$ cat src/rtl/bram_fifo_pkg.sv
`default_nettype none
// ============================================================================
//  Module      : bram_fifo_pkg
//  Description : Shared constants, types and helpers for the block-RAM FIFO
//                controller and its output skid buffer.
//  Contents    : ptr_w()     - RAM address width for a given depth
//                OUT_DEPTH   - number of entries in the output buffer
//                out_occ_t   - output-buffer occupancy (0..OUT_DEPTH)
//  Revision    : 1.0 - initial release
// ============================================================================
package bram_fifo_pkg;

    localparam int OUT_DEPTH = 2;

    typedef logic [1:0] out_occ_t;

    function automatic int ptr_w(input int depth);
        return $clog2(depth);
    endfunction

endpackage
`default_nettype wire

$ cat src/rtl/bram_fifo_if.sv
`default_nettype none
// ============================================================================
//  Module      : bram_fifo_if
//  Description : Queue-side (enq/deq/first/count) and RAM-side (write/read
//                method ports, registered read data) signals of bram_fifo.
//  Modports    : slave  - the FIFO controller
//                master - the surrounding pipeline plus the RAM
//  Revision    : 1.0 - initial release
// ============================================================================
interface bram_fifo_if
    import bram_fifo_pkg::*;
#(
    parameter int WIDTH = 4,
    parameter int DEPTH = 1024
);
    localparam int AW = ptr_w(DEPTH);
    localparam int CW = ptr_w(DEPTH + 2) + 1;

    logic             enq__ENA;
    logic [WIDTH-1:0] enq_v;
    logic             enq__RDY;
    logic             deq__ENA;
    logic             deq__RDY;
    logic [WIDTH-1:0] first;
    logic             first__RDY;
    logic [CW-1:0]    count;
    logic             mem_write__ENA;
    logic [AW-1:0]    mem_write_addr;
    logic [WIDTH-1:0] mem_write_data;
    logic             mem_read__ENA;
    logic [AW-1:0]    mem_read_addr;
    logic [WIDTH-1:0] mem_dataOut;

    modport slave (
        input  enq__ENA, enq_v, deq__ENA, mem_dataOut,
        output enq__RDY, deq__RDY, first, first__RDY, count,
               mem_write__ENA, mem_write_addr, mem_write_data,
               mem_read__ENA, mem_read_addr
    );

    modport master (
        output enq__ENA, enq_v, deq__ENA, mem_dataOut,
        input  enq__RDY, deq__RDY, first, first__RDY, count,
               mem_write__ENA, mem_write_addr, mem_write_data,
               mem_read__ENA, mem_read_addr
    );

endinterface
`default_nettype wire

$ cat src/rtl/bram_fifo_fifo2_skid.sv
`default_nettype none
// ============================================================================
//  Module      : fifo2_skid
//  Description : Two-entry FIFO used as the output buffer behind a RAM with
//                one cycle of read latency. Push and pop may coincide at any
//                occupancy; the producer must never push into a full buffer
//                without popping in the same cycle.
//  Ports       : CLK, nRST      - clock, synchronous active-low reset
//                push_i/_data_i - write tail
//                pop_i          - remove head
//                head_o/_vld_o  - head element and its valid flag
//                occ_o          - entries held (0..2)
//  Revision    : 1.0 - initial release
// ============================================================================
module fifo2_skid
    import bram_fifo_pkg::*;
#(
    parameter int WIDTH = 4
)
(
    input  wire logic             CLK,
    input  wire logic             nRST,
    input  wire logic             push_i,
    input  wire logic [WIDTH-1:0] push_data_i,
    input  wire logic             pop_i,
    output logic [WIDTH-1:0]      head_o,
    output logic                  head_vld_o,
    output out_occ_t              occ_o
);
    typedef struct packed {
        logic             valid;
        logic [WIDTH-1:0] data;
    } entry_t;

    // slot0 is always the head; slot1 is only valid when slot0 is valid.
    entry_t slot0_q, slot0_d;
    entry_t slot1_q, slot1_d;

    always_comb begin
        slot0_d = slot0_q;
        slot1_d = slot1_q;
        if (pop_i) begin
            slot0_d = slot1_q;
            slot1_d = '0;
        end
        if (push_i) begin
            if (!slot0_d.valid) begin
                slot0_d = '{valid: 1'b1, data: push_data_i};
            end else begin
                slot1_d = '{valid: 1'b1, data: push_data_i};
            end
        end
    end

    always_ff @(posedge CLK) begin
        if (!nRST) begin
            slot0_q <= '0;
            slot1_q <= '0;
        end else begin
            slot0_q <= slot0_d;
            slot1_q <= slot1_d;
        end
    end

    assign head_o     = slot0_q.data;
    assign head_vld_o = slot0_q.valid;
    assign occ_o      = out_occ_t'({1'b0, slot0_q.valid}) + out_occ_t'({1'b0, slot1_q.valid});

    a_no_overflow: assert property (@(posedge CLK) disable iff (!nRST)
        !(push_i && !pop_i && (occ_o == out_occ_t'(OUT_DEPTH))));

endmodule
`default_nettype wire

$ cat src/rtl/bram_fifo.sv
`default_nettype none
// ============================================================================
//  Module      : bram_fifo
//  Description : FIFO controller that stores elements in an external block
//                RAM (1 write port, 1 registered read port) and hides the
//                read latency with a 2-entry output buffer, so enq and deq can
//                both fire every cycle. Capacity is DEPTH + 2.
//  Ports       : CLK  - clock
//                nRST - synchronous active-low reset
//                bus  - queue interface (enq/deq/first/count) and RAM method
//                       ports (mem_write, mem_read, mem_dataOut)
//  Revision    : 1.0 - initial release
// ============================================================================
module bram_fifo
    import bram_fifo_pkg::*;
#(
    parameter int WIDTH = 4,
    parameter int DEPTH = 1024
)
(
    input  wire logic  CLK,
    input  wire logic  nRST,
    bram_fifo_if.slave bus
);
    localparam int AW  = ptr_w(DEPTH);
    localparam int MCW = AW + 1;
    localparam int CW  = ptr_w(DEPTH + 2) + 1;

    logic [AW-1:0]  wptr_q, wptr_d;
    logic [AW-1:0]  rptr_q, rptr_d;
    logic [MCW-1:0] mem_count_q, mem_count_d;
    logic [CW-1:0]  count_q, count_d;
    logic           inflight_q;
    logic           init_done_q;

    logic           enq_rdy;
    logic           enq_fire;
    logic           deq_fire;
    logic           read_issue;
    logic [2:0]     pending;
    out_occ_t       out_occ;
    logic           head_vld;
    logic [WIDTH-1:0] head;

    // The RAM ignores writes in the first cycle after reset release, so
    // pushes stay blocked until one clean edge has passed.
    assign enq_rdy  = init_done_q && (mem_count_q < MCW'(DEPTH));
    assign enq_fire = bus.enq__ENA && enq_rdy;
    assign deq_fire = bus.deq__ENA && head_vld;

    // Elements that will sit in the output buffer after this edge. A read is
    // only issued when its data is guaranteed a free slot on capture.
    assign pending    = {1'b0, out_occ} + {2'b00, inflight_q} - {2'b00, deq_fire};
    assign read_issue = (mem_count_q != '0) && (pending < 3'd2);

    always_comb begin
        wptr_d      = wptr_q + AW'(enq_fire);
        rptr_d      = rptr_q + AW'(read_issue);
        mem_count_d = mem_count_q + MCW'(enq_fire) - MCW'(read_issue);
        count_d     = count_q + CW'(enq_fire) - CW'(deq_fire);
    end

    always_ff @(posedge CLK) begin
        if (!nRST) begin
            wptr_q      <= '0;
            rptr_q      <= '0;
            mem_count_q <= '0;
            count_q     <= '0;
            inflight_q  <= 1'b0;
            init_done_q <= 1'b0;
        end else begin
            wptr_q      <= wptr_d;
            rptr_q      <= rptr_d;
            mem_count_q <= mem_count_d;
            count_q     <= count_d;
            inflight_q  <= read_issue;
            init_done_q <= 1'b1;
        end
    end

    fifo2_skid #(
        .WIDTH (WIDTH)
    ) u_out_buf (
        .CLK         (CLK),
        .nRST        (nRST),
        .push_i      (inflight_q),
        .push_data_i (bus.mem_dataOut),
        .pop_i       (deq_fire),
        .head_o      (head),
        .head_vld_o  (head_vld),
        .occ_o       (out_occ)
    );

    assign bus.enq__RDY       = enq_rdy;
    assign bus.deq__RDY       = head_vld;
    assign bus.first          = head;
    assign bus.first__RDY     = head_vld;
    assign bus.count          = count_q;
    assign bus.mem_write__ENA = enq_fire;
    assign bus.mem_write_addr = wptr_q;
    assign bus.mem_write_data = bus.enq_v;
    assign bus.mem_read__ENA  = read_issue;
    assign bus.mem_read_addr  = rptr_q;

    a_deq_when_empty: assert property (@(posedge CLK) disable iff (!nRST)
        !(bus.deq__ENA && !head_vld));

endmodule
`default_nettype wire

$ cat src/flat_wrapper.sv
// flat-port wrapper written by rule: the top's interface ports become plain ports
module bram_fifo_flat import bram_fifo_pkg::*;
#(
    parameter int WIDTH = 4,
    parameter int DEPTH = 1024
)
  (CLK, nRST, bus_enq__ENA, bus_enq_v, bus_deq__ENA, bus_mem_dataOut, bus_enq__RDY, bus_deq__RDY, bus_first, bus_first__RDY, bus_count, bus_mem_write__ENA, bus_mem_write_addr, bus_mem_write_data, bus_mem_read__ENA, bus_mem_read_addr);
  bram_fifo_if #(.WIDTH(WIDTH), .DEPTH(DEPTH)) bus_i ();
  input  wire logic CLK;
  input  wire logic nRST;
  input wire logic [$bits(bus_i.enq__ENA)-1:0] bus_enq__ENA;
  input wire logic [$bits(bus_i.enq_v)-1:0] bus_enq_v;
  input wire logic [$bits(bus_i.deq__ENA)-1:0] bus_deq__ENA;
  input wire logic [$bits(bus_i.mem_dataOut)-1:0] bus_mem_dataOut;
  output wire logic [$bits(bus_i.enq__RDY)-1:0] bus_enq__RDY;
  output wire logic [$bits(bus_i.deq__RDY)-1:0] bus_deq__RDY;
  output wire logic [$bits(bus_i.first)-1:0] bus_first;
  output wire logic [$bits(bus_i.first__RDY)-1:0] bus_first__RDY;
  output wire logic [$bits(bus_i.count)-1:0] bus_count;
  output wire logic [$bits(bus_i.mem_write__ENA)-1:0] bus_mem_write__ENA;
  output wire logic [$bits(bus_i.mem_write_addr)-1:0] bus_mem_write_addr;
  output wire logic [$bits(bus_i.mem_write_data)-1:0] bus_mem_write_data;
  output wire logic [$bits(bus_i.mem_read__ENA)-1:0] bus_mem_read__ENA;
  output wire logic [$bits(bus_i.mem_read_addr)-1:0] bus_mem_read_addr;
  assign bus_i.enq__ENA = bus_enq__ENA;
  assign bus_i.enq_v = bus_enq_v;
  assign bus_i.deq__ENA = bus_deq__ENA;
  assign bus_i.mem_dataOut = bus_mem_dataOut;
  assign bus_enq__RDY = bus_i.enq__RDY;
  assign bus_deq__RDY = bus_i.deq__RDY;
  assign bus_first = bus_i.first;
  assign bus_first__RDY = bus_i.first__RDY;
  assign bus_count = bus_i.count;
  assign bus_mem_write__ENA = bus_i.mem_write__ENA;
  assign bus_mem_write_addr = bus_i.mem_write_addr;
  assign bus_mem_write_data = bus_i.mem_write_data;
  assign bus_mem_read__ENA = bus_i.mem_read__ENA;
  assign bus_mem_read_addr = bus_i.mem_read_addr;
  bram_fifo #(.WIDTH(WIDTH), .DEPTH(DEPTH)) u_core (.CLK(CLK), .nRST(nRST), .bus(bus_i));
endmodule
$ cat config.mk
export PLATFORM = sky130hd
export DESIGN_NAME = bram_fifo_flat
export DESIGN_NICKNAME = d
export VERILOG_FILES = /design/src/rtl/bram_fifo_pkg.sv /design/src/rtl/bram_fifo_if.sv /design/src/rtl/bram_fifo_fifo2_skid.sv /design/src/rtl/bram_fifo.sv /design/src/flat_wrapper.sv
export SDC_FILE = /design/constraint.sdc
export NUM_CORES = 1
export LEC_CHECK = 0
export BUFFER_PORTS_ARGS = -buffer_cell sky130_fd_sc_hd__buf_2
export CAP_MARGIN = 0
export CORE_ASPECT_RATIO = 1.25
export CORE_UTILIZATION = 35
export CTS_CLUSTER_DIAMETER = 100
export DETAILED_ROUTE_END_ITERATION = 8
export HOLD_SLACK_MARGIN = 0.06
export RECOVER_POWER = 100
export SLEW_MARGIN = 20
export SYNTH_ARGS = -nofsm -noshare
export SYNTH_HDL_FRONTEND = slang
export SYNTH_SLANG_ARGS = --single-unit
$ cat constraint.sdc
create_clock -name CLK -period 3.4 [get_ports CLK]
set_input_delay 0.51 -clock CLK [delete_from_list [all_inputs] [get_ports CLK]]
set_output_delay 0.51 -clock CLK [all_outputs]
set_load 0.005 [all_outputs]
==> metrics.txt <==
flops & latches, synth=55; Cell variety after synth=49; hold depth=3; met3 Track Usage GR=2.53%; slew margin rel.=14.7%; # clock sinks=55; DIE HEIGHT=107 um; Reg power frac=28.9%; Tightest Pin Transition=1280 ps; Power per Cell Area=891 nW/um^2; Power Internal=1.82 mW; combinational share of power=59.3%; crit path launch type=register; nets=467; Initial Utilization=36.0%; crit-path max FO=5; max incr delay on CP=380 ps; Final Wtd Congestion=0.789; drt wl/cell=11.9 um; initial antenna violation count=0; met1 Use GR=17.7%; global-route wire length before repair=10800 um; row cnt=38; crit path from=u_core.u_out_buf.head_vld_o; Setup WS pre-CTS=-3.36 ps; num ports=57; drt via density=4.72; Final ANT Viol Nets=0; Worst-path clk slew=110 ps; switching share of total power=43.0%; WP data required=3610 ps; Final Cycle Share=91.4%; Placed Cells incl. Taps=534; Die X=86.4 um; area grow syn2layout=14.8%; Post-synth EDFFs=0; final hold slack=441 ps; total number of vias=2557; routed wire length=6460 um; unrepaired setup endpoints after global routing=no; n_diodes=0; Detailed Place HPWL=4880 um; Final setup viols=0; Crit Path Class=register to register; Worst VDD drop=0.455 mV; r2r setup slk=290 ps; CP Data Arrival Time=3320 ps; fin cells=542; Hold Path Class=primary input to register; Hold Path End=u_core.u_out_buf.slot1_q[0]; Hold Startpoint=bus_mem_dataOut[0]; largest net degree at the start of global routing=30; YS warnings=0; Slowest cell on crit path=fa_1; clk root buf=clkbuf_8; vias in the first global route=2415; Clock Path Buffers=2; GRT Total Usage=14.7%; Post-Syn Nets=416; worst path cell trace=nand2_1 -> inv_1 -> ha_1 -> inv_1 -> ha_1 -> a21oi_2 -> xnor2_2 -> nor2_4 -> xnor2_1 -> ha_1 -> inv_1 -> fa_1 -> nor2b_2 -> o21ai_1 -> a211oi_2 -> o21ai_0 -> nor3b_1; Residual DRC=2; CP endpoint kind=register; CTS H-tree depth=2; failing checks=design-rule violations; GR Overflow Total=0; CTS tree=built; Detailed Routing Iterations Pass 1=6; RR Endpoint=u_core.mem_count_q[10]; Fmax achieved=322 MHz; Clk network pwr share=11.8%; mapped cell area=3110 sq um; Initial DRC Count=53; fin crit period=3110 ps; Psw=1.37 mW; Seq/Total Area, Yosys=35.4%; Leak=1.53 nW; full die area=9280 sq um; layout cell share with drive strength beyond 1=11.1%; final hold vios=0; Reg2Reg Depth=17; GR Util met2=25.8%; Gate Count Post-Synth=370; ys async rst share=0%; Crit Reg-Reg Startpoint=u_core.u_out_buf.head_vld_o; main flop type after synthesis=dfxtp_1; total of max-cap violations=0; Final Max Tran Viols=0; CTS buffer count=5; Post-CTS Setup Bufs=0; CORE AREA=8650 sq um; Synth Area per Inst=8.42 sq um; final worst slack=292 ps; Clk Latency, worst-skew pair=320 ps; layer with the highest usage=met2; status=finished, violations left; IO buf count=48; final setup skew=15.2 ps
-- kinds of logic after synthesis --
kind of cell,after synthesis,synth area share (%)
xor+xnor,29,8.16
fa+ha+maj,34,14.1
buf+inv,46,6.19
flops,55,35.4
compound gates,63,13.3
simple gates,139,21.6
mux,4,1.29
-- Yosys cell counts, types with 2 or more instances --
cell / n / share of area, %
inv_1: 33 / 4.0
nor3_1: 7 / 1.1
o21ai_0: 12 / 1.9
a211oi_1: 4 / 0.96
fa_1: 2 / 1.3
nor2_1: 47 / 5.7
dfxtp_1: 55 / 35
ha_1: 32 / 13
nand2b_1: 8 / 1.6
o21a_1: 3 / 0.72
nor2b_1: 6 / 1.2
and2_1: 7 / 1.4
buf_4: 5 / 1.2
clkbuf_1: 6 / 0.72
nand4b_1: 2 / 0.56
o31ai_1: 2 / 0.48
a21o_1: 2 / 0.48
nor3b_1: 4 / 0.96
o21bai_1: 3 / 0.72
and3_1: 4 / 0.80
a31oi_1: 4 / 0.80
nand3_1: 16 / 2.6
nand3b_1: 3 / 0.72
nand2_1: 28 / 3.4
xor2_1: 13 / 3.7
a311oi_1: 4 / 1.1
xnor2_1: 16 / 4.5
mux2i_1: 4 / 1.3
a21oi_1: 17 / 2.7
nand4_1: 2 / 0.40
-- routing by layer --
metal	vias to the layer above	part of all wire (%)
met3	5	2.8
met4	0	1.4
met5	-	0
met2	42	49
li1	1353	-
met1	1157	47
-- cell type report --
type | count | area [sq um]
sequential | 55 | 1100
tap | 120 | 150
multi-input combinational | 269 | 1840
clock buffer | 5 | 68.8
clock inverter | 3 | 25.0
inverter | 34 | 128
fill | 928 | 5080
timing repair buffer | 56 | 262
-- cell usage in the layout, fill, tap and decap left out, types with 15 or more instances in the layout --
master / netlist / layout
nand2_1: 28 / 28
a21oi_1: 17 / 17
nor2_1: 47 / 47
buf_2: 1 / 29
dfxtp_1: 55 / 54
ha_1: 32 / 32
inv_1: 33 / 33
xnor2_1: 16 / 15
clkbuf_1: 6 / 23
nand3_1: 16 / 16
-- worst max path at each step --
stage,to,slack [ps]
after global placement,u_core.mem_count_q[10],80
after detailed placement,u_core.mem_count_q[10],-3
final,u_core.mem_count_q[10],290
after global routing,u_core.mem_count_q[10],20
after CTS,u_core.mem_count_q[10],200
after floorplan,u_core.mem_count_q[10],20
-- power by group through the flow --
stage | clock (mW) | sequential (mW) | combinational, mW
3_5_place_dp | 0 | 0.934 | 1.90
4_1_cts | 0.399 | 0.921 | 1.91
3_3_place_gp | 0 | 0.933 | 1.87
6_report | 0.376 | 0.919 | 1.89
5_1_grt | 0.422 | 0.945 | 2.15
2_1_floorplan | 0 | 0.920 | 1.47
-- repair_timing --
item                       CTS  global route
setup endpoints to repair    0             1
hold buffers                 0             0
gates resized for setup      0             2
-- metrics by stage --
stage                     power (mW)  utilization (%)  TNS, ps  cell area (sq um)
after floorplan                 2.39                -        0               3130
after global placement          2.81             40.6        0               3520
after detailed placement        2.84             40.6    -3.36               3520
after CTS                       3.23             41.7        0               3610
after global routing            3.52             41.3        0               3580
final                           3.19             41.3        0               3580
-- flip-flops by register name (all words and copies together), names as in the netlist --
| register | flops |
|---|---|
| u_core.inflight_q | 1 |
| u_core.bus.mem_write_addr | 10 |
| u_core.u_out_buf.head_o | 4 |
| u_core.mem_count_q | 11 |
| u_core.init_done_q | 1 |
| u_core.bus.mem_read_addr | 10 |
| u_core.u_out_buf.head_vld_o | 1 |
| u_core.u_out_buf.slot1_q | 5 |
| u_core.bus.count | 12 |
-- worst max-delay path: cells and delay by family, from the launching register on --
family | cells | cell delay (ps)
flops | 1 | 360
simple gates | 4 | 430
buf+inv | 3 | 150
xor+xnor | 2 | 330
compound gates | 4 | 620
fa+ha+maj | 4 | 1100
(Power assumes the default switching activity.)
